`src/rtl/iob_uart_master.sv`:
```
// iob_uart_master: UART command frames in, IOb master transactions out, ACK/NAK/read data back over UART.
module iob_uart_master #(
    parameter int ADDR_W      = 32,
    parameter int DATA_W      = 32,
    parameter int TIMEOUT_CYC = 100000
) (
    input  logic              clk_i,
    input  logic              rst_i,
    input  logic [15:0]       bit_duration_i,
    input  logic              rxd_i,
    output logic              txd_o,
    output logic              iob_valid_o,
    output logic [ADDR_W-1:0] iob_addr_o,
    output logic [DATA_W-1:0] iob_wdata_o,
    output logic [3:0]        iob_wstrb_o,
    input  logic              iob_ready_i,
    input  logic              iob_rvalid_i,
    input  logic [DATA_W-1:0] iob_rdata_i,
    output logic              busy_o
);
    localparam int NA = ADDR_W / 8;
    localparam int TW = $clog2(TIMEOUT_CYC + 1);
    typedef enum logic [2:0] {RX_IDLE, RX_START, RX_DATA, RX_STOP, RX_WAITHI} rx_t;
    typedef enum logic [2:0] {IDLE, CMD, ADDR, DATA, REQ, WAIT_RD, RESP} st_t;
    logic [2:0] rxd_s_q, rxd_s_d;
    rx_t rx_state_q, rx_state_d;
    logic [15:0] rx_cnt_q, rx_cnt_d, rx_bd_q, rx_bd_d;
    logic [2:0] rx_bit_q, rx_bit_d;
    logic [7:0] rx_sh_q, rx_sh_d;
    logic rx_vld, rx_in;
    logic tx_act_q, tx_act_d, tx_start, tx_done;
    logic [15:0] tx_cnt_q, tx_cnt_d, tx_bd_q, tx_bd_d;
    logic [3:0] tx_nb_q, tx_nb_d;
    logic [9:0] tx_sh_q, tx_sh_d;
    st_t st_q, st_d;
    logic wr_q, wr_d;
    logic [2:0] cnt_q, cnt_d, nrsp_q, nrsp_d;
    logic [TW-1:0] to_q, to_d;
    logic [ADDR_W-1:0] addr_q, addr_d;
    logic [DATA_W-1:0] wdata_q, wdata_d, rsp_q, rsp_d;
    logic [3:0] wstrb_q, wstrb_d;

    assign rxd_s_d = {rxd_s_q[1:0], rxd_i};
    assign rx_in = rxd_s_q[1];
    assign txd_o = tx_sh_q[0];
    assign iob_valid_o = st_q == REQ;
    assign iob_addr_o = addr_q;
    assign iob_wdata_o = wdata_q;
    assign iob_wstrb_o = wstrb_q;
    assign busy_o = st_q != IDLE;
    assign tx_start = st_q == RESP && !tx_act_q;

    always_comb begin
        rx_state_d = rx_state_q;
        rx_cnt_d = rx_cnt_q - 16'd1;
        rx_bd_d = rx_bd_q;
        rx_bit_d = rx_bit_q;
        rx_sh_d = rx_sh_q;
        rx_vld = 1'b0;
        case (rx_state_q)
            RX_IDLE: if (rxd_s_q[2] && !rx_in) begin
                rx_state_d = RX_START;
                rx_bd_d = bit_duration_i;
                rx_cnt_d = (bit_duration_i >> 1) - 16'd1;
            end
            RX_START: if (rx_cnt_q == 16'd0) begin
                rx_state_d = rx_in ? RX_IDLE : RX_DATA;
                rx_cnt_d = rx_bd_q - 16'd1;
                rx_bit_d = 3'd0;
            end
            RX_DATA: if (rx_cnt_q == 16'd0) begin
                rx_sh_d = {rx_in, rx_sh_q[7:1]};
                rx_bit_d = rx_bit_q + 3'd1;
                rx_cnt_d = rx_bd_q - 16'd1;
                rx_state_d = rx_bit_q == 3'd7 ? RX_STOP : RX_DATA;
            end
            RX_STOP: if (rx_cnt_q == 16'd0) begin
                rx_vld = rx_in;
                rx_state_d = rx_in ? RX_IDLE : RX_WAITHI;
            end
            RX_WAITHI: rx_state_d = rx_in ? RX_IDLE : RX_WAITHI;
            default: rx_state_d = RX_IDLE;
        endcase
    end

    always_comb begin
        tx_act_d = tx_act_q;
        tx_cnt_d = tx_cnt_q;
        tx_bd_d = tx_bd_q;
        tx_nb_d = tx_nb_q;
        tx_sh_d = tx_sh_q;
        tx_done = 1'b0;
        if (tx_start) begin
            tx_act_d = 1'b1;
            tx_bd_d = bit_duration_i;
            tx_cnt_d = bit_duration_i - 16'd1;
            tx_nb_d = 4'd9;
            tx_sh_d = {1'b1, rsp_q[7:0], 1'b0};
        end else if (tx_act_q) begin
            tx_cnt_d = tx_cnt_q - 16'd1;
            if (tx_cnt_q == 16'd0) begin
                tx_done = tx_nb_q == 4'd0;
                tx_act_d = tx_nb_q != 4'd0;
                tx_sh_d = {1'b1, tx_sh_q[9:1]};
                tx_nb_d = tx_nb_q - 4'd1;
                tx_cnt_d = tx_bd_q - 16'd1;
            end
        end
    end

    always_comb begin
        st_d = st_q;
        wr_d = wr_q;
        cnt_d = cnt_q;
        to_d = '0;
        addr_d = addr_q;
        wdata_d = wdata_q;
        wstrb_d = wstrb_q;
        rsp_d = rsp_q;
        nrsp_d = nrsp_q;
        case (st_q)
            IDLE: st_d = rx_vld ? CMD : IDLE;
            CMD: begin
                cnt_d = 3'd0;
                wr_d = rx_sh_q == 8'h57;
                st_d = (rx_sh_q == 8'h57 || rx_sh_q == 8'h52) ? ADDR : RESP;
                rsp_d = DATA_W'(32'h15);
                nrsp_d = 3'd1;
            end
            ADDR, DATA: begin
                to_d = to_q + TW'(1);
                if (rx_vld) begin
                    to_d = '0;
                    cnt_d = cnt_q + 3'd1;
                    if (st_q == ADDR) begin
                        addr_d = ADDR_W'({rx_sh_q, addr_q} >> 8);
                        if (cnt_q == 3'(NA - 1)) begin
                            cnt_d = 3'd0;
                            st_d = wr_q ? DATA : REQ;
                            wstrb_d = 4'h0;
                        end
                    end else begin
                        wdata_d = {rx_sh_q, wdata_q[DATA_W-1:8]};
                        if (cnt_q == 3'd3) begin
                            st_d = REQ;
                            wstrb_d = 4'hF;
                        end
                    end
                end else if (to_q == TW'(TIMEOUT_CYC)) st_d = IDLE;
            end
            REQ: if (iob_ready_i) begin
                wstrb_d = 4'h0;
                st_d = wr_q ? RESP : WAIT_RD;
                rsp_d = DATA_W'(32'h06);
                nrsp_d = 3'd1;
            end
            WAIT_RD: if (iob_rvalid_i) begin
                st_d = RESP;
                rsp_d = iob_rdata_i;
                nrsp_d = 3'd4;
            end
            RESP: if (tx_done) begin
                rsp_d = rsp_q >> 8;
                nrsp_d = nrsp_q - 3'd1;
                st_d = nrsp_q == 3'd1 ? IDLE : RESP;
            end
            default: st_d = IDLE;
        endcase
    end

    always_ff @(posedge clk_i) begin
        if (rst_i) begin
            rxd_s_q <= '1;
            rx_state_q <= RX_IDLE;
            rx_cnt_q <= '0;
            rx_bd_q <= '0;
            rx_bit_q <= '0;
            rx_sh_q <= '0;
            tx_act_q <= 1'b0;
            tx_cnt_q <= '0;
            tx_bd_q <= '0;
            tx_nb_q <= '0;
            tx_sh_q <= '1;
            st_q <= IDLE;
            wr_q <= 1'b0;
            cnt_q <= '0;
            to_q <= '0;
            addr_q <= '0;
            wdata_q <= '0;
            wstrb_q <= '0;
            rsp_q <= '0;
            nrsp_q <= '0;
        end else begin
            rxd_s_q <= rxd_s_d;
            rx_state_q <= rx_state_d;
            rx_cnt_q <= rx_cnt_d;
            rx_bd_q <= rx_bd_d;
            rx_bit_q <= rx_bit_d;
            rx_sh_q <= rx_sh_d;
            tx_act_q <= tx_act_d;
            tx_cnt_q <= tx_cnt_d;
            tx_bd_q <= tx_bd_d;
            tx_nb_q <= tx_nb_d;
            tx_sh_q <= tx_sh_d;
            st_q <= st_d;
            wr_q <= wr_d;
            cnt_q <= cnt_d;
            to_q <= to_d;
            addr_q <= addr_d;
            wdata_q <= wdata_d;
            wstrb_q <= wstrb_d;
            rsp_q <= rsp_d;
            nrsp_q <= nrsp_d;
        end
    end
endmodule

```
`config.mk`:
```
export PLATFORM = sky130hd
export DESIGN_NAME = iob_uart_master
export DESIGN_NICKNAME = d
export VERILOG_FILES = /design/src/rtl/iob_uart_master.sv
export SDC_FILE = /design/constraint.sdc
export NUM_CORES = 1
export LEC_CHECK = 0
export CAP_MARGIN = 20
export CORE_AREA = 2 2 147 134
export CTS_BUF_LIST = sky130_fd_sc_hd__clkbuf_4 sky130_fd_sc_hd__clkbuf_8
export DETAILED_ROUTE_END_ITERATION = 10
export DIE_AREA = 0 0 149 136
export GPL_TIMING_DRIVEN = 0
export PLACE_DENSITY = 0.78
export RECOVER_POWER = 50
export REMOVE_ABC_BUFFERS = 1
export SYNTH_ARGS = -nofsm -noshare
export SYNTH_HDL_FRONTEND = slang
export SYNTH_SLANG_ARGS = --single-unit
```
`constraint.sdc`:
```
create_clock -name clk_i -period 3.86 [get_ports clk_i]
set_input_delay 0.772 -clock clk_i [delete_from_list [all_inputs] [get_ports clk_i]]
set_output_delay 0.772 -clock clk_i [all_outputs]
set_load 0.01 [all_outputs]
```
# Word-level counts from Yosys, hierarchy flattened
# Index checks and enable logic that the tools add are counted.
# totals
regBits	222
input_bits	53
word_cells	158
# classes
add_sub_neg	11
n_eq_ne	27
muxes	63
bitwise	2
reduce_logical	34
# op_table
operator	n
32-bit one-hot mux with 4 select lines	1
32-bit 2-to-1 mux	3
16-bit 2-to-1 mux	5
16-bit by 1-bit subtractor with 16-bit output (second input constant)	5
3-bit 2-to-1 mux	24
16-bit zero test	2
4-bit 2-to-1 mux	8
16-bit one-hot mux with 2 select lines	1
9-bit 2-to-1 mux	3
3-bit one-hot mux with 6 select lines	1
17-bit by 1-bit adder with 17-bit output (second input constant)	1
17-bit == test (second input constant)	1
8-bit by 7-bit == test with 1-bit output (second input constant)	2
2-bit inequality test (second input constant)	8
15-bit by 1-bit subtractor with 16-bit output (second input constant)	1
3-bit by 2-bit == test with 1-bit output (second input constant)	5
3-bit == test (second input constant)	5
3-bit one-hot mux with 5 select lines	1
3-bit one-hot mux with 2 select lines	2
3-bit one-hot mux with 4 select lines	1
4-bit AND reduction	3
1-bit 2-to-1 mux	10
2-bit AND reduction	5
2-bit nonzero test	5
other kinds (20)	34

# Depth between registers and ports, before layout
# depth
ltp_word	6
mapped_depth	15
mapped_depth_nobuf	11

# Least setup slack after synthesis
# OpenSTA, ideal clock, no wires.
# synth_path
path_type	register to register
from	reg st_q[0]
to	reg tx_cnt_q[8]
setup_time_ns	0.091
arrival_time_ns	2.890
t_required_ns	3.769
setup_slack_ns	0.879
path_stages_with_launch	13
n_path_buf	6
period_less_slack_ns	2.981
path_cell_list	dfxtp_1 > buf_2 > and4bb_1 > buf_4 > clkbuf_1 > clkbuf_1 > buf_1 > o21a_1 > ha_1 > o211ai_1 > clkbuf_1 > or3_1 > a311oi_1
# synth_via
elab_chain_cells	3
# synth_rtl
element	line_no	source
start: declaration	35	st_t st_q, st_d;
start signal: assignment	205	st_q <= st_d;
3-bit == test *	51	assign tx_start = st_q == RESP && !tx_act_q;
1-bit logical AND *	51	
16-bit 2-to-1 mux / 2-bit nonzero test (equally long branches)	--	
end signal: assignment	201	tx_cnt_q <= tx_cnt_d;
end: declaration	32	logic [15:0] tx_cnt_q, tx_cnt_d, tx_bd_q, tx_bd_d;
# Every way passes the cells marked *; elsewhere a longest branch is shown, timed or not.
# A chain may end at the register's enable or synchronous reset.

# Worst setup path after layout
# layout_path
from	reg st_q[2]
to	reg tx_cnt_q[10]
# The elaborated chain is that of the path after synthesis.

==> impl_metrics.yaml <==
global_routing:
  antenna_found_initial: 0
  grt_overflow: 0
  grt_usage_pct: 24.4
  grt_max_degree: 127
  grt_pass1_vias: 8507
  grt_pass1_wl_um: 41300
cells_and_area:
  layout-drive-gt1-share_pct: 8.11
  num_antenna_cells: 0
  fin_nets: 1410
  area_growth_pct: 21.2
yosys:
  ys.flop_type: "dfxtp_1"
  synth-seq-cells: 219
  ys_warn_count: 0
  synth-async-reset-ratio_pct: 0
  synth_edf_count: 0
  syn_inst: 1256
  synthesis.area_sq_mm: 0.0102
  ys_types: 77
  synth_area_per_cell_sq_um: 8.09
  ys_seq_area_share_pct: 43.1
worst_setup_path:
  r2r_slack_ps: 280
  cp_max_fo: 29
  timing.critical_path.to_type: "flop"
  cp_num_cells: 8
  r2r_cells: 8
  r2r-start: "st_q[2]"
  cp.required_ps: 4280
  path_delay_family: "simple AND/OR/NAND/NOR gates"
  endpoint: "tx_cnt_q[10]"
  arrival_ps: 4000
  crit_chain: "nand4bb_2 > buf_16 > mux2_4 > a31o_4 > nand4bb_1 > or4_1 > a21oi_1 > o31ai_1"
  startpoint: "st_q[2]"
  crit_buf_inv: 1
  path_class: "flop to flop"
  r2r_end: "tx_cnt_q[10]"
  crit_slowest_cell: "dfxtp_1"
  cpPeakStageDelay_ps: 780
  cp-start-kind: "flop"
clock_tree:
  path_clk_slew_ps: 60
  cts_hold_buf: 0
  postCtsSetupRepairBufs: 0
  root_buffer: "clkbuf_8"
  cts.htree.levels: 2
  clk_path_buf_depth: 3
  cts_tree: "done"
  cts_sinks: 219
  clock_latency_ps: 540
  numCtsBuffers: 37
place:
  place_hpwl_um: 16200
  io_buffers: 123
  place.gp.congestion: 0.830
  place_ws_ps: 264
power:
  peakVddDrop_mv: 0.228
  powerDensity_mw_per_mm2: 439
  p_leak_nw: 4.51
floorplan:
  die_h_um: 136
  std_cell_rows: 48
  die_w_um: 149
  core_sq_mm: 0.0189
  start_util_pct: 53.9
  die-area_sq_mm: 0.0203
  pin_count: 124
worst_hold_path:
  hold_path_class: "flop to flop"
timing:
  worst_slew_pin_slew_ps: 1070
  relSlewSlack_pct: 28.8
  hold_slack_ps: 416
  min_period_ps: 3580
  finalSetupViolCount: 0
  fin_worst_skew_ps: 23.3
  finalCritPeriodShare_pct: 92.7
  fmax_mhz: 280
  maxSlewViolCount: 0
  rsz0062_at_grt: "no"
  timing.final.ws_setup_ps: 284
  final-hold-violation-count: 0
run:
  maxCapViolCount: 0
detailed_routing:
  drtAntennaViolNets: 0
  drt-pass1-iter-count: 6
  first_iter_violations: 702
  vias: 9203
  wl_per_cell_um: 15.5
  via_per_inst: 5.68
  drt_wl_total_um: 25000
  drc_errors: 0
status:
  outcome: "completed"
Yosys cell counts (all sizes together) (24+ instances only):
cell type / instances / area share (%)
xor2: 33 / 2.8
a21oi: 149 / 7.4
nand3: 27 / 1.4
o21ai: 32 / 1.6
buf: 24 / 1.4
clkbuf: 60 / 2.2
nor3: 33 / 1.8
a22oi: 24 / 1.8
nor2: 114 / 4.2
dfxtp: 219 / 43
nand2: 260 / 9.6
xnor2: 31 / 2.7
routing by layer:
layer / up-vias / GRT usage, % / share of wire [%]
met5: - / 0 / 0
met4: 0 / 7.67 / 2.1
met3: 45 / 5.17 / 6.5
met2: 290 / 39.2 / 47
met1: 4315 / 33.1 / 45
li1: 4553 / - / -
where the power goes:
part / switching, mW / leakage (nW) / internal [mW]
Clock: 0.943 / 0.421 / 1.25
Combinational: 0.436 / 2.32 / 0.337
Sequential: 0.103 / 1.77 / 2.34
Total: 1.48 / 4.51 / 3.93
final cells by class:
class,instances,area [sq um]
Tap cell,250,313
Inverter,19,71.3
Multi-Input combinational cell,934,5350
Sequential cell,219,4380
Clock inverter,6,42.5
Fill cell,1599,6540
Timing Repair Buffer,133,1410
Clock buffer,58,754
kinds of logic (layout without fill, tap and decap cells):
group | count (synthesis) | after routing | synth area share [%]
AO/OA/AOI/OAI | 304 | 304 | 19.2
XOR/XNOR | 64 | 64 | 5.51
adder cells (fa/ha/maj) | 13 | 13 | 1.60
buffers and inverters | 103 | 216 | 4.35
flip-flops | 219 | 219 | 43.1
multiplexers | 17 | 17 | 1.77
AND/OR/NAND/NOR | 536 | 536 | 24.4
stage by stage:
stage	power, mW	std cells	utilization (%)	TNS [ps]	cell area (sq um)
finish	5.41	1619	65.3	0	12300
CTS	5.45	1618	65.2	0	12300
detailed placement	3.26	1554	61.0	0	11500
global placement	3.23	1545	60.1	-602880	11300
global route	5.67	1619	65.3	0	12300
floorplan	2.99	1172	-	0	9790
flip-flops by register name, summed over array words and instances (netlist names):
name and count:
cnt_q 3, iob_addr_o 32, iob_wdata_o 32, iob_wstrb_o 1
nrsp_q 3, rsp_q 32, rx_bd_q 16, rx_bit_q 3
rx_cnt_q 16, rx_sh_q 8, rx_state_q 3, rxd_s_q 3
st_q 3, to_q 17, tx_act_q 1, tx_bd_q 16
tx_cnt_q 16, tx_nb_q 4, tx_sh_q 9, wr_q 1
worst reg2reg max path, delay by kind of cell (launching register included):
kind | cells | cell delay, ps
compound gates | 3 | 490
buf+inv | 1 | 360
flops | 1 | 780
mux | 1 | 320
simple gates | 3 | 1520
worst min path at each step:
stage                             to  slack [ps]  startpoint  cells past startpoint
after floorplan           rxd_s_q[1]         390  rxd_s_q[0]                      1
after global placement    rxd_s_q[1]         390  rxd_s_q[0]                      1
after detailed placement  rxd_s_q[1]         400  rxd_s_q[0]                      1
after CTS                 rxd_s_q[1]         420  rxd_s_q[0]                      1
after global routing      rxd_s_q[1]         420  rxd_s_q[0]                      1
final                     rxd_s_q[1]         420  rxd_s_q[0]                      1
placed cells by master (no fill, tap or decap), drive strengths merged, types with 12 or more instances in the layout:
master and instances:
ha 13, or3 13, nor2 114, nand2b 12, nor3 33, nor4 16
clkdlybuf4s50 52, nand3 27, a21oi 149, dlygate4sd3 70, dfxtp 219, clkbuf 58
inv 21, a22oi 24, xor2 33, a31oi 13, o2bb2ai 20, o21ai 32
mux2i 12, nand2 260, a211oi 14, xnor2 31
repair_timing:
item | in CTS | in global routing
setup endpoints to repair | 0 | 1
resized for setup | 0 | 1
endpoints found under the hold margin | 0 | 0
Power figures use the tool's default switching activity.
